===== config.mk =====
export PLATFORM = sky130hd
export DESIGN_NAME = cdb_arbiter_flat
export DESIGN_NICKNAME = d
export VERILOG_FILES = /design/src/rtl/cdb_arbiter_if.sv /design/src/rtl/cdb_arbiter.sv /design/src/flat_wrapper.sv
export SDC_FILE = /design/constraint.sdc
export NUM_CORES = 1
export LEC_CHECK = 0
export BUFFER_PORTS_ARGS = -buffer_cell sky130_fd_sc_hd__buf_2
export CAP_MARGIN = 20
export CORE_ASPECT_RATIO = 0.5
export CORE_MARGIN = 1
export CORE_UTILIZATION = 44
export DETAILED_ROUTE_END_ITERATION = 16
export GPL_TIMING_DRIVEN = 0
export PLACE_DENSITY_LB_ADDON = 0.12
export SLEW_MARGIN = 20
export SYNTH_ARGS = -nofsm -noshare
export SYNTH_HDL_FRONTEND = slang
export SYNTH_SLANG_ARGS = --single-unit

===== constraint.sdc =====
create_clock -name clk -period 4.22 [get_ports clk]
set_input_delay 0.633 -clock clk [delete_from_list [all_inputs] [get_ports clk]]
set_output_delay 0.633 -clock clk [all_outputs]
set_load 0.1 [all_outputs]

===== src/rtl/cdb_arbiter_if.sv =====
// Common Data Bus bundle: functional-unit requests toward the arbiter and the
// registered broadcast back to the register file and reservation stations.
interface cdb_arbiter_if #(
    parameter int unsigned N  = 4,
    parameter int unsigned DW = 32,
    parameter int unsigned LW = 4
);
    localparam int unsigned PW = $clog2(N);

    logic            freeze;
    logic [N-1:0]    require;
    logic [N*DW-1:0] dataIn;
    logic [N*LW-1:0] labelIn;
    logic [N-1:0]    requireAC;
    logic            BCEN;
    logic [LW-1:0]   BClabel;
    logic [DW-1:0]   BCdata;
    logic [PW-1:0]   lastGrant;
    logic            protoErr;

    // Functional units and consumers
    modport master (
        output freeze, require, dataIn, labelIn,
        input  requireAC, BCEN, BClabel, BCdata, lastGrant, protoErr
    );

    // Arbiter
    modport slave (
        input  freeze, require, dataIn, labelIn,
        output requireAC, BCEN, BClabel, BCdata, lastGrant, protoErr
    );
endinterface


===== src/rtl/cdb_arbiter.sv =====
// Round-robin CDB arbiter: one grant per cycle, combinational accept in the
// request cycle, broadcast registered for the following cycle.
module cdb_arbiter #(
    parameter int unsigned N  = 4,
    parameter int unsigned DW = 32,
    parameter int unsigned LW = 4
) (
    input  logic          clk,
    input  logic          RST,
    cdb_arbiter_if.slave  bus
);
    localparam int unsigned PW = $clog2(N);

    logic [PW-1:0] ptr;
    logic [PW-1:0] winner;
    logic [PW-1:0] idx;
    logic          grant;
    logic [LW-1:0] win_label;
    logic [DW-1:0] win_data;
    logic [PW-1:0] ptr_next;

    // Search from ptr with wrap; reset and freeze suppress any grant
    always_comb begin
        grant         = 1'b0;
        winner        = '0;
        idx           = '0;
        bus.requireAC = '0;
        if (!RST && !bus.freeze) begin
            for (int unsigned k = 0; k < N; k++) begin
                idx = PW'((32'(ptr) + k) % N);
                if (!grant && bus.require[idx]) begin
                    grant  = 1'b1;
                    winner = idx;
                end
            end
        end
        if (grant) begin
            bus.requireAC[winner] = 1'b1;
        end
    end

    always_comb begin
        win_label = bus.labelIn[32'(winner) * LW +: LW];
        win_data  = bus.dataIn[32'(winner) * DW +: DW];
        ptr_next  = PW'((32'(winner) + 32'd1) % N);
    end

    // Label 0 still drains the unit but never reaches consumers as valid
    always_ff @(posedge clk) begin
        if (RST) begin
            ptr           <= '0;
            bus.BCEN      <= 1'b0;
            bus.BClabel   <= '0;
            bus.BCdata    <= '0;
            bus.lastGrant <= '0;
            bus.protoErr  <= 1'b0;
        end else if (grant) begin
            ptr           <= ptr_next;
            bus.lastGrant <= winner;
            bus.BClabel   <= win_label;
            bus.BCdata    <= win_data;
            bus.BCEN      <= (win_label != '0);
            if (win_label == '0) begin
                bus.protoErr <= 1'b1;
            end
        end else begin
            bus.BCEN <= 1'b0;
        end
    end
endmodule


===== src/flat_wrapper.sv =====
// flat-port wrapper written by rule: the top's interface ports become plain ports
module cdb_arbiter_flat 
#(
    parameter int unsigned N  = 4,
    parameter int unsigned DW = 32,
    parameter int unsigned LW = 4
)
  (clk, RST, bus_freeze, bus_require, bus_dataIn, bus_labelIn, bus_requireAC, bus_BCEN, bus_BClabel, bus_BCdata, bus_lastGrant, bus_protoErr);
  cdb_arbiter_if #(.N(N), .DW(DW), .LW(LW)) bus_i ();
  input  logic clk;
  input  logic RST;
  input wire logic [$bits(bus_i.freeze)-1:0] bus_freeze;
  input wire logic [$bits(bus_i.require)-1:0] bus_require;
  input wire logic [$bits(bus_i.dataIn)-1:0] bus_dataIn;
  input wire logic [$bits(bus_i.labelIn)-1:0] bus_labelIn;
  output wire logic [$bits(bus_i.requireAC)-1:0] bus_requireAC;
  output wire logic [$bits(bus_i.BCEN)-1:0] bus_BCEN;
  output wire logic [$bits(bus_i.BClabel)-1:0] bus_BClabel;
  output wire logic [$bits(bus_i.BCdata)-1:0] bus_BCdata;
  output wire logic [$bits(bus_i.lastGrant)-1:0] bus_lastGrant;
  output wire logic [$bits(bus_i.protoErr)-1:0] bus_protoErr;
  assign bus_i.freeze = bus_freeze;
  assign bus_i.require = bus_require;
  assign bus_i.dataIn = bus_dataIn;
  assign bus_i.labelIn = bus_labelIn;
  assign bus_requireAC = bus_i.requireAC;
  assign bus_BCEN = bus_i.BCEN;
  assign bus_BClabel = bus_i.BClabel;
  assign bus_BCdata = bus_i.BCdata;
  assign bus_lastGrant = bus_i.lastGrant;
  assign bus_protoErr = bus_i.protoErr;
  cdb_arbiter #(.N(N), .DW(DW), .LW(LW)) u_core (.clk(clk), .RST(RST), .bus(bus_i));
endmodule

# Word level (Yosys, flattened, before mapping)

Index checks and enable logic that the tools add are counted.
W data, S select, Z words.

Bits in registers: 42
Output and inout port bits: 44
Logic and storage cells: 57

$add $sub $neg: 4
Shift-type cells: 2
Order comparisons: 6
Multiplexer cells: 24
Reductions and logical operators: 14
Bitwise operators: 1

Operator list:

| kind                  | number |
|---|---|
| $shiftx A128 B8 Y32   | 1 |
| $shiftx A16 B5 Y4     | 1 |
| $lt A2 B3 Y1 const B  | 5 |
| $mux W1               | 13 |
| $mux W2               | 5 |
| $bmux W1 S2           | 4 |
| $logic_and A1 B1 Y1   | 5 |
| $logic_not A1 Y1      | 5 |
| $add A2 B1 Y2 const B | 2 |
| $add A2 B2 Y2 const B | 2 |
| $logic_not A4 Y1      | 1 |
| $mux W4               | 1 |
| $reduce_bool A4 Y1    | 1 |
| $demux W1 S2          | 1 |
| $ge A2 B1 Y1 const B  | 1 |
| $reduce_and A2 Y1     | 1 |
| $reduce_or A2 Y1      | 1 |
| $not A1 Y1            | 1 |

# Longest topological paths before layout

Gate-level depths: netlist of the first run.

Depth after elaboration: 21
Mapped depth: 10
Mapped depth without buffers: 9

# Least setup slack after synthesis of the first run

No wires, ideal clock.

Path type: in2out
Start: input port bus_require[0]
End: output port bus_requireAC[1]
Setup slack: 0.943 ns
Arrival: 2.644 ns
Stages on the path: 9
Data required time: 3.587 ns
Path through: nand2b_1 > o32a_1 > o31ai_1 > a21oi_1 > buf_2 > buf_2 > inv_1 > ha_1 > and2_1

Word-level cells in the longest chain between the ends: 21
Elaborated cells on any way between the ends: 33
Those cells by class: order compare: 2; mux: 24; reduce/logical: 7

RTL lines:

| what                                                                      | line               | RTL |
|---|---|---|
| start: declaration                                                        | flat_wrapper.sv:13 | `input wire logic [$bits(bus_i.require)-1:0] bus_require;` |
| $bmux W1 S2                                                               | cdb_arbiter.sv:31  | `if (!grant && bus.require[idx]) begin` |
| $mux W1 (not written as such)                                             | cdb_arbiter.sv:31  |  |
| $mux W1                                                                   | cdb_arbiter.sv:31  |  |
| $mux W1                                                                   | cdb_arbiter.sv:28  | `if (!RST && !bus.freeze) begin` |
| $logic_not A1 Y1                                                          | cdb_arbiter.sv:31  |  |
| $logic_and A1 B1 Y1                                                       | cdb_arbiter.sv:31  |  |
| $mux W1                                                                   | cdb_arbiter.sv:31  |  |
| $mux W1                                                                   | cdb_arbiter.sv:28  |  |
| [6 not listed]                                                            | n/a                |  |
| $mux W2 *                                                                 | cdb_arbiter.sv:31  |  |
| $mux W2 *                                                                 | cdb_arbiter.sv:28  |  |
| net u_core.winner[1]                                                      | cdb_arbiter.sv:15  | `logic [PW-1:0] winner;` |
| $lt A2 B3 Y1 (not written as such) / $ge A2 B1 Y1 (equally long branches) | cdb_arbiter.sv:38  | `bus.requireAC[winner] = 1'b1;` |
| $logic_and A1 B1 Y1 (not written as such)                                 | cdb_arbiter.sv:38  |  |
| $mux W1 (not written as such)                                             | cdb_arbiter.sv:38  |  |
| $demux W1 S2 *                                                            | n/a                |  |
| $mux W4 *                                                                 | cdb_arbiter.sv:37  | `if (grant) begin` |
| end: declaration                                                          | flat_wrapper.sv:16 | `output wire logic [$bits(bus_i.requireAC)-1:0] bus_requireAC;` |

Mark *: on every way through the listed nets, which the timed path passes. The rest lies on a longest branch. The select of a mux whose other input is x is not followed.

# Worst setup path in the final report of the first run

Start: input port RST
End: output port bus_requireAC[3]

Word-level cells in the longest chain between the ends: 8
Elaborated cells on any way between the ends: 10
Those cells by class: order compare: 2; mux: 5; reduce/logical: 3

RTL lines:

| what                                                                      | line               | RTL |
|---|---|---|
| start: declaration                                                        | flat_wrapper.sv:11 | `input logic RST;` |
| $logic_not A1 Y1 *                                                        | cdb_arbiter.sv:28  |  |
| $logic_and A1 B1 Y1 *                                                     | cdb_arbiter.sv:28  |  |
| $mux W2 *                                                                 | cdb_arbiter.sv:28  |  |
| net u_core.winner[1]                                                      | cdb_arbiter.sv:15  |  |
| $lt A2 B3 Y1 (not written as such) / $ge A2 B1 Y1 (equally long branches) | cdb_arbiter.sv:38  |  |
| $logic_and A1 B1 Y1 (not written as such)                                 | cdb_arbiter.sv:38  |  |
| $mux W1 (not written as such)                                             | cdb_arbiter.sv:38  |  |
| $demux W1 S2 *                                                            | n/a                |  |
| $mux W4 *                                                                 | cdb_arbiter.sv:37  |  |

Mark *: on every way through the listed nets, which the timed path passes. The rest lies on a longest branch.

==> results.yml, run 1 <==
clocking:
  cts_hold_buf: 0
  clock_path_buffers: 2
  cts_tree: "yes"
  cts_setup_buffers: 0
  postCtsResizedCells: 0
  cts.clk_slew.worst_paths_ps: 60
  cts.sinks: 42
  cts_max_level: 2
  cts-buffers-inserted: 5
  clock_latency_ps: 280
  cts_root_buf: "clkbuf_16"
grt:
  grt_pass1_wl_um: 12200
  grt_antenna_before_repair: 0
  grt_pass1_vias: 2622
  grt_max_degree: 14
  grt-ovfl-total: 0
  gr-usage-all-layers: 0.238
cells_and_area:
  final_common_cell: "buf_2"
  syn_to_final_growth_pct: 44.8
  drive_above_1_share: 0.511
  antenna_cells: 0
  layout_common_cells: "buf_2, mux2i_1, a21oi_1, dfxtp_1, a221oi_2"
  utilization: 0.687
  finalNetCount: 633
critical_path:
  rr_worst_depth: 10
  worst-path-max-fanout: 11
  cp_slowest_cell: "buf_2"
  cp_cell_sequence: "buf_2, clkbuf_1, nor2_1, o31ai_1, a21oi_1, buf_2, buf_2, ha_1, and2_1, buf_2"
  critPathKind: "in2out"
  crit_top_cell: "buf_2"
  cp-start-kind: "primary input"
  worst_ep_arrival_time_ps: 2850
  cp-end-kind: "primary output"
  slowest_delay_ps: 430
  critical_path_required_ps: 3590
die:
  core-area_um2: 5710
  rows: 19
  die_x_um: 113
  num_io_pins: 195
  die_area_um2: 6490
  initial_core_util: 0.475
  die_y_um: 57.5
yosys:
  yosys.area.top_type: "dfxtp_1"
  avgSynthCellArea_um2: 9.77
  synth_area_um2: 2710
  synthCells: 277
  yosysSeqAreaShare: 0.311
  yosys-top-cells-area: "dfxtp_1, mux2i_1, a221oi_2, a21oi_1, mux2_2"
  yosysWarnings: 0
  synth_cell_types: 32
  synth_seq_cells: 42
  yosysTopAreaCellShare: 0.311
  synth_fp_nets: 432
timing:
  rsz0062_at_grt: "no"
  period_share: 0.824
  worst_pin_slew_ps: 697
  finalHoldViolations: 0
  setup_viol: 0
  setup_tns_ps: 0
  min_period_ps: 3480
  slew_headroom: 0.535
  finClkSkew_ps: 4.71
  slew_viol_final: 0
  setup_ws_ps: 742
  fmax_mhz: 287
detailed_routing:
  wl_per_cell_um: 14.3
  vias_per_cell: 5.21
  drt_iter0_markers: 126
  drc: 0
  dr.pass1.iters: 4
  vias: 2877
  drtAntennaViolNets: 0
  finalWirelength_um: 7870
pwr:
  peakVddDrop_mv: 0.219
  power_density_nw_per_um2: 379
  power.leakage_nw: 1.90
  finalPower_mw: 1.49
run:
  maxCapViolations: 0
placement:
  io_buffers: 194
  dpl.hpwl_um: 6170
  gp_congestion: 0.805
  pre_cts_ws_ps: 715
min_path:
  hold_depth: 2
  hold_path_class: "reg2reg"
status:
  status: "completed"
==> cell families (layout without fill, tap and decap cells) <==
group	count (synthesis)	count (layout)	synth area share
simple gates	42	42	0.0818
mux	77	77	0.287
flops	42	42	0.311
buf+inv	29	231	0.0578
fa+ha+maj	4	4	0.0185
compound gates	83	83	0.244
==> metrics by stage <==
stage	instance area [um^2]	std cells	hold slack, ps
global placement	3770	544	444
global route	3920	552	460
detailed placement	3770	544	446
floorplan	2710	277	505
CTS	3920	552	454
finish	3920	552	454
==> state kept, by name, summed over array words and instances, names as in the netlist <==
name / flops
u_core.bus.BCEN: 1
u_core.bus.BCdata: 32
u_core.bus.BClabel: 4
u_core.bus.lastGrant: 2
u_core.bus.protoErr: 1
u_core.ptr: 2
==> final timing paths <==
| check | start | slack (ps) | to |
|---|---|---|---|
| worst min register to register | u_core.bus.BClabel[3] | 450 | u_core.bus.BClabel[3] |
| worst max register to register | u_core.ptr[1] | 1860 | u_core.bus.protoErr |
| worst min-delay path | u_core.bus.BClabel[3] | 450 | u_core.bus.BClabel[3] |
| worst max-delay path | RST | 740 | bus_requireAC[3] |
==> power breakdown <==
group,internal [mW],switching (mW)
clock,0.234,0.152
sequential,0.439,0.0222
combinational,0.178,0.459
==> metal layers <==
layer / share of wire / routed length, um / track usage
met1: 0.46 / 3620 / 0.308
met2: 0.47 / 3670 / 0.410
met3: 0.068 / 534 / 0.0574
met4: 0.0064 / 50 / 0.0508
met5: 0 / 0 / 0
==> final cells by class <==
type | count | area (um^2)
Sequential cell | 42 | 841
Buffer | 24 | 135
Inverter | 5 | 21.3
Timing Repair Buffer | 194 | 971
Fill cell | 506 | 1780
Clock inverter | 2 | 12.5
Clock buffer | 6 | 139
Tap cell | 73 | 91.3
Multi-Input combinational cell | 206 | 1710
==> critical path, delay by kind of cell <==
kind | cells | cell delay (ps)
buffers and inverters | 5 | 1400
adder cells (fa/ha/maj) | 1 | 190
AO/OA/AOI/OAI | 2 | 290
AND/OR/NAND/NOR | 2 | 320
==> Yosys cell counts <==
cell type / number
clkbuf_1: 11
a221oi_2: 20
buf_2: 6
a21oi_1: 42
nor3_1: 7
nor4_1: 2
o31ai_1: 2
nor2_1: 5
inv_1: 4
o21ai_0: 8
nand2_1: 10
dfxtp_1: 42
mux2i_1: 71
a21o_1: 1
nand2b_1: 4
buf_4: 2
nand3_1: 5
and2_1: 5
o21bai_1: 1
a22o_1: 1
o32a_1: 1
a221oi_1: 6
nand2_2: 1
a31o_2: 1
nor3_4: 1
ha_1: 4
buf_6: 4
buf_1: 1
nor2_2: 1
inv_4: 1
mux2_2: 6
nand3b_1: 1
(Power assumes the default switching activity.)
==> inputs of run 2 (changes only) <==
--- a/config.mk
+++ b/config.mk
@@ -9,7 +9,7 @@
 export CAP_MARGIN = 20
 export CORE_ASPECT_RATIO = 0.5
 export CORE_MARGIN = 1
-export CORE_UTILIZATION = 44
+export CORE_UTILIZATION = 37
 export DETAILED_ROUTE_END_ITERATION = 16
 export GPL_TIMING_DRIVEN = 0
 export PLACE_DENSITY_LB_ADDON = 0.12
==> constraint.sdc (replaced) <==
create_clock -name clk -period 2.9 [get_ports clk]
set_input_delay 0.435 -clock clk [delete_from_list [all_inputs] [get_ports clk]]
set_output_delay 0.435 -clock clk [all_outputs]
set_load 0.1 [all_outputs]
==> results.yml, run 2 (synthesis gave the netlist of run 1 again) <==
status:
  status: "completed"
critical_path:
  critPathKind: "reg2out"
  cp-start-kind: "flop"
  cp-end-kind: "primary output"
  path_buf_inv: 5
  worst-path-max-fanout: 11
  worst_ep_arrival_time_ps: 2300
  path_delay_family: "buffers and inverters"
  cp_cell_sequence: "inv_1, o32a_1, o31ai_2, a21oi_1, buf_4, buf_4, inv_1, ha_1, and2_1, buf_6"
  slowest_delay_ps: 370
  critical_path_required_ps: 2470
  cp_slowest_cell: "dfxtp_2"
grt:
  gr-usage-all-layers: 0.212
  grt-ovfl-total: 0
  globalRouteMet3Util: 0.0411
  grt_pass1_wl_um: 13000
  grt_max_degree: 21
  grt_antenna_before_repair: 0
  use_met2: 0.372
  use_met1: 0.269
  grt_pass1_vias: 2799
  busiest_layer: "met2"
clocking:
  cts_max_level: 2
  clock_latency_ps: 280
  clock_path_buffers: 2
  cts.clk_slew.worst_paths_ps: 50
  cts.sinks: 42
  cts_tree: "yes"
  cts-buffers-inserted: 5
  cts_root_buf: "clkbuf_16"
  cts_hold_buf: 0
timing:
  setup_viol: 0
  finClkSkew_ps: 6.34
  slew_viol_final: 0
  fmax_mhz: 366
  holdWs_ps: 449
  finalHoldViolations: 0
  slew_headroom: 0.548
  rsz0062_at_grt: "no"
  min_period_ps: 2730
  period_share: 0.942
  setup_ws_ps: 169
  worst_pin_slew_ps: 678
  setup_tns_ps: 0
cells_and_area:
  drive_above_1_share: 0.516
  finalNetCount: 633
  largest_reg_flops: 32
  antenna_cells: 0
  stdcell_count: 571
  syn_to_final_growth_pct: 47.9
  layout_common_cells: "buf_2, mux2i_1, a21oi_1"
  final_common_cell: "buf_2"
  top_register: "u_core.bus.BCdata"
  largestRegisters: "u_core.bus.BCdata (32), u_core.bus.BClabel (4)"
pwr:
  power_density_nw_per_um2: 559
  power.leakage_nw: 1.92
  peakVddDrop_mv: 0.260
  finalPower_mw: 2.24
die:
  rows: 21
  die_y_um: 62.5
  die_x_um: 123
  initial_core_util: 0.393
  num_io_pins: 195
  core-area_um2: 6880
  die_area_um2: 7680
placement:
  gp_congestion: 0.736
  dpl.cell_count: 563
  io_buffers: 194
  dpl.hpwl_um: 6420
  pre_cts_ws_ps: -212
run:
  maxCapViolations: 0
detailed_routing:
  vias_per_cell: 5.07
  wl_per_cell_um: 14.2
  drc: 0
  finalWirelength_um: 8120
  drtAntennaViolNets: 0
  vias: 2897
  drt_iter0_markers: 77
  dr.pass1.iters: 5
min_path:
  hold_path_class: "reg2reg"
[run 2: changes by cell type in the layout (fill, tap and decap cells not counted), sizes merged]
cell | previous run | this run
clkinvlp | 1 | 0
bufinv | 0 | 1
clkinv | 1 | 0
clkbuf | 17 | 18
[run 2: repair_timing]
item                       in CTS  in global routing
pin swaps                       1                  0
setup endpoints to repair       4                  4
setup buffers                   1                  0
resized for setup               9                 10
[run 2: tightest hold or removal path, cell delays in order, from the launching register on]
cell	delay, ps
dfxtp_1	300
nand3_1	60
nand2_1	50
[run 2: path summary, 6_finish.rpt]
kind | endpoint | start | slack [ps] | cells past startpoint
hold reg to reg | u_core.bus.BClabel[3] | u_core.bus.BClabel[3] | 450 | 2
setup reg to reg | u_core.bus.protoErr | u_core.ptr[1] | 540 | 10
setup / recovery | bus_requireAC[1] | u_core.ptr[1] | 170 | 10
hold / removal | u_core.bus.BClabel[3] | u_core.bus.BClabel[3] | 450 | 2
[run 2: area by class of cell]
class,count,area [um^2]
Clock buffer,7,133
Sequential cell,42,842
Timing Repair Buffer,195,1010
Tap cell,92,115
Buffer,23,134
Fill cell,658,2880
Clock inverter,1,30.0
Multi-Input combinational cell,206,1720
Inverter,5,21.3
[run 2: per-layer routing]
metal	share of wire	vias up	wire length, um
li1	-	1456	-
met1	0.46	1340	3730
met2	0.48	99	3860
met3	0.062	2	504
met4	0.0032	0	26
met5	0	-	0
[run 2: report_power, final]
group          total, mW  switching, mW  internal (mW)
sequential         0.670         0.0313          0.639
combinational      0.942          0.676          0.266
clock              0.625          0.218          0.407
[run 2: through the flow]
| stage | area [um^2] | util |
|---|---|---|
| final | 4010 | 0.582 |
| after global routing | 4010 | 0.582 |
| after CTS | 3980 | 0.578 |
| after detailed placement | 3790 | 0.551 |
| after global placement | 3790 | 0.551 |
| after floorplan | 2710 | - |
==> inputs of run 3 (changes only) <==
--- a/config.mk
+++ b/config.mk
@@ -5,11 +5,14 @@
 export SDC_FILE = /design/constraint.sdc
 export NUM_CORES = 1
 export LEC_CHECK = 0
+export ABC_AREA = 1
 export BUFFER_PORTS_ARGS = -buffer_cell sky130_fd_sc_hd__buf_2
 export CAP_MARGIN = 20
+export CELL_PAD_IN_SITES_DETAIL_PLACEMENT = 0
+export CELL_PAD_IN_SITES_GLOBAL_PLACEMENT = 1
 export CORE_ASPECT_RATIO = 0.5
 export CORE_MARGIN = 1
-export CORE_UTILIZATION = 37
+export CORE_UTILIZATION = 24
 export DETAILED_ROUTE_END_ITERATION = 16
 export GPL_TIMING_DRIVEN = 0
 export PLACE_DENSITY_LB_ADDON = 0.12
==> results.yml, run 3 <==
status:
  status: "completed"
clocking:
  cts.clk_slew.worst_paths_ps: 70
  cts.sinks: 42
  clock_path_buffers: 2
  cts_root_buf: "clkbuf_16"
  cts-buffers-inserted: 5
  clock_latency_ps: 300
  cts_max_level: 2
  cts_tree: "yes"
pwr:
  finalPower_mw: 2.89
  switching_share: 0.511
  power_frac_comb: 0.543
  seqPwrFrac: 0.248
  power.switching_mw: 1.48
  clockPowerShare: 0.209
  power.leakage_nw: 2.26
  p_int_mw: 1.41
  peakVddDrop_mv: 0.219
  power_density_nw_per_um2: 666
die:
  initial_core_util: 0.254
  core-area_um2: 11400
  die_x_um: 157
  die_y_um: 79.5
  die_area_um2: 12500
  rows: 27
  num_io_pins: 195
cells_and_area:
  drive_above_1_share: 0.381
  final_area_um2: 4330
  syn_to_final_growth_pct: 50.4
  largest_reg_flops: 32
  largestRegisters: "u_core.bus.BCdata (32), u_core.bus.BClabel (4)"
  finalNetCount: 799
  utilization: 0.382
  top_register: "u_core.bus.BCdata"
  layout_common_cells: "buf_2, nand2_1, dfxtp_1"
  stdcell_count: 805
  final_common_cell: "buf_2"
yosys:
  synthTopCellsByCount: "nand2_1, dfxtp_1, a21oi_1"
  synth_top_family_by_area: "simple AND/OR/NAND/NOR gates"
  yosysMostFrequentCell: "nand2_1"
  avgSynthCellArea_um2: 6.49
  synth_fp_nets: 599
  yosysWarnings: 0
  synth_compound_area_frac: 0.255
  synth_seq_cells: 42
  synth_fa_ha_area_frac: 0.0174
  yosysSeqAreaShare: 0.292
  synth_edf_count: 0
  synth_xor_area_frac: 0
  yosys.area.top_type: "dfxtp_1"
  synthFlopType: "dfxtp_1"
  synth_simple_gate_area_frac: 0.319
  muxShareOfSynthArea: 0
  yosys-top-cells-area: "dfxtp_1, nand2_1, a31o_1, a31oi_1, a21oi_1"
  ys_async_sr_fraction: 0
  synth_cell_types: 28
  synth_area_um2: 2880
  synthCells: 444
  yosysTopAreaCellShare: 0.292
min_path:
  hold_end: "u_core.bus.BCdata[19]"
  hold_path_class: "in2reg"
  hold_depth: 3
  min_from: "bus_dataIn[83]"
placement:
  dpl.hpwl_um: 9200
  dpl.cell_count: 796
  postPlaceCellArea_um2: 4070
  pre_cts_ws_ps: -460
  io_buffers: 193
  gp_congestion: 0.807
detailed_routing:
  drc: 0
  drt_iter0_markers: 172
  drtAntennaViolNets: 0
  dr.pass1.iters: 4
  finalWirelength_um: 12200
  wl_per_cell_um: 15.2
  vias: 3668
  vias_per_cell: 4.56
grt:
  busiest_layer: "met2"
  grt-ovfl-total: 0
  grt_antenna_before_repair: 0
  gr-usage-all-layers: 0.196
  grt_pass1_vias: 3517
  use_met1: 0.245
  grt_pass1_wl_um: 18500
  use_met2: 0.342
  grt_max_degree: 30
  globalRouteMet3Util: 0.0478
critical_path:
  cp-start-kind: "flop"
  cp-end-kind: "primary output"
  worst_ep_arrival_time_ps: 2320
  slowest_delay_ps: 590
  path_buf_inv: 3
  critPathKind: "reg2out"
  worst-path-max-fanout: 10
  cp_cell_sequence: "buf_6, nand2_1, nand3_1, nand2_2, nor2_4, nand3_2, nand2_4, clkbuf_1, nor2_2, buf_12"
  regToRegSetupSlack_ps: 580
  critical_path_required_ps: 2470
  path_delay_family: "buffers and inverters"
  rr_worst_depth: 14
  cp_slowest_cell: "clkbuf_1"
  r2r_start: "u_core.ptr[0]"
  r2r-end: "u_core.bus.BCdata[12]"
timing:
  slew_headroom: 0.496
  finClkSkew_ps: 15.9
  finalHoldViolations: 0
  fmax_mhz: 363
  min_period_ps: 2760
  setup_tns_ps: 0
  slew_viol_final: 0
  setup_viol: 0
  worst_pin_slew_ps: 756
  rsz0062_at_grt: "yes"
  setup_ws_ps: 142
  holdWs_ps: 388
  period_share: 0.951
run:
  maxCapViolations: 0
==> run 3: routing by layer <==
layer | vias to the layer above | routed length, um | share of wire
met5 | - | 0 | 0
met4 | 0 | 57 | 0.0047
met3 | 4 | 712 | 0.058
met2 | 102 | 5910 | 0.48
met1 | 1675 | 5530 | 0.45
li1 | 1887 | - | -
==> run 3: cell families after synthesis <==
logic type | Yosys count
buffers and inverters | 65
AOI/OAI and AO/OA | 115
adders and majority gates | 4
DFF | 42
and+or+nand+nor | 218
==> run 3: timing repair <==
action	in CTS	in global routing
hold buffers	0	0
cloned	0	1
setup endpoints to repair	4	4
resized for setup	22	9
setup buffers	1	2
==> run 3: layout make-up <==
class | instances | area, um^2
tap | 159 | 199
buffer | 27 | 200
antenna | 1 | 2.50
sequential | 42 | 842
inverter | 34 | 138
clock inverter | 2 | 12.5
multi-input combinational | 337 | 1730
clock buffer | 6 | 139
timing repair buffer | 197 | 1070
fill | 1276 | 7020
==> run 3: power by group through the flow <==
| stage | clock network, mW | registers [mW] | logic (mW) |
|---|---|---|---|
| after floorplan | 0 | 1.37 | 0.542 |
| final | 0.603 | 0.717 | 1.57 |
| after global routing | 0.649 | 0.730 | 1.67 |
| after detailed placement | 0 | 0.728 | 1.55 |
| after global placement | 0 | 0.727 | 1.55 |
| after CTS | 0.621 | 0.716 | 1.56 |
==> run 3: worst max-delay path by stage <==
stage / slack, ps / endpoint / cells past startpoint / from
5_1_grt: -30 / bus_requireAC[1] / 14 / u_core.ptr[0]
4_1_cts: 30 / bus_requireAC[3] / 15 / u_core.ptr[0]
2_1_floorplan: -140 / bus_requireAC[2] / 14 / bus_require[3]
3_5_place_dp: -460 / bus_requireAC[3] / 16 / bus_require[3]
3_3_place_gp: -480 / bus_requireAC[3] / 16 / bus_require[3]
6_report: 140 / bus_requireAC[1] / 10 / u_core.ptr[0]
==> run 3: tightest hold or removal path: stages <==
cell and delay, ps:
buf_2 90, nand2_1 50, a31oi_1 70
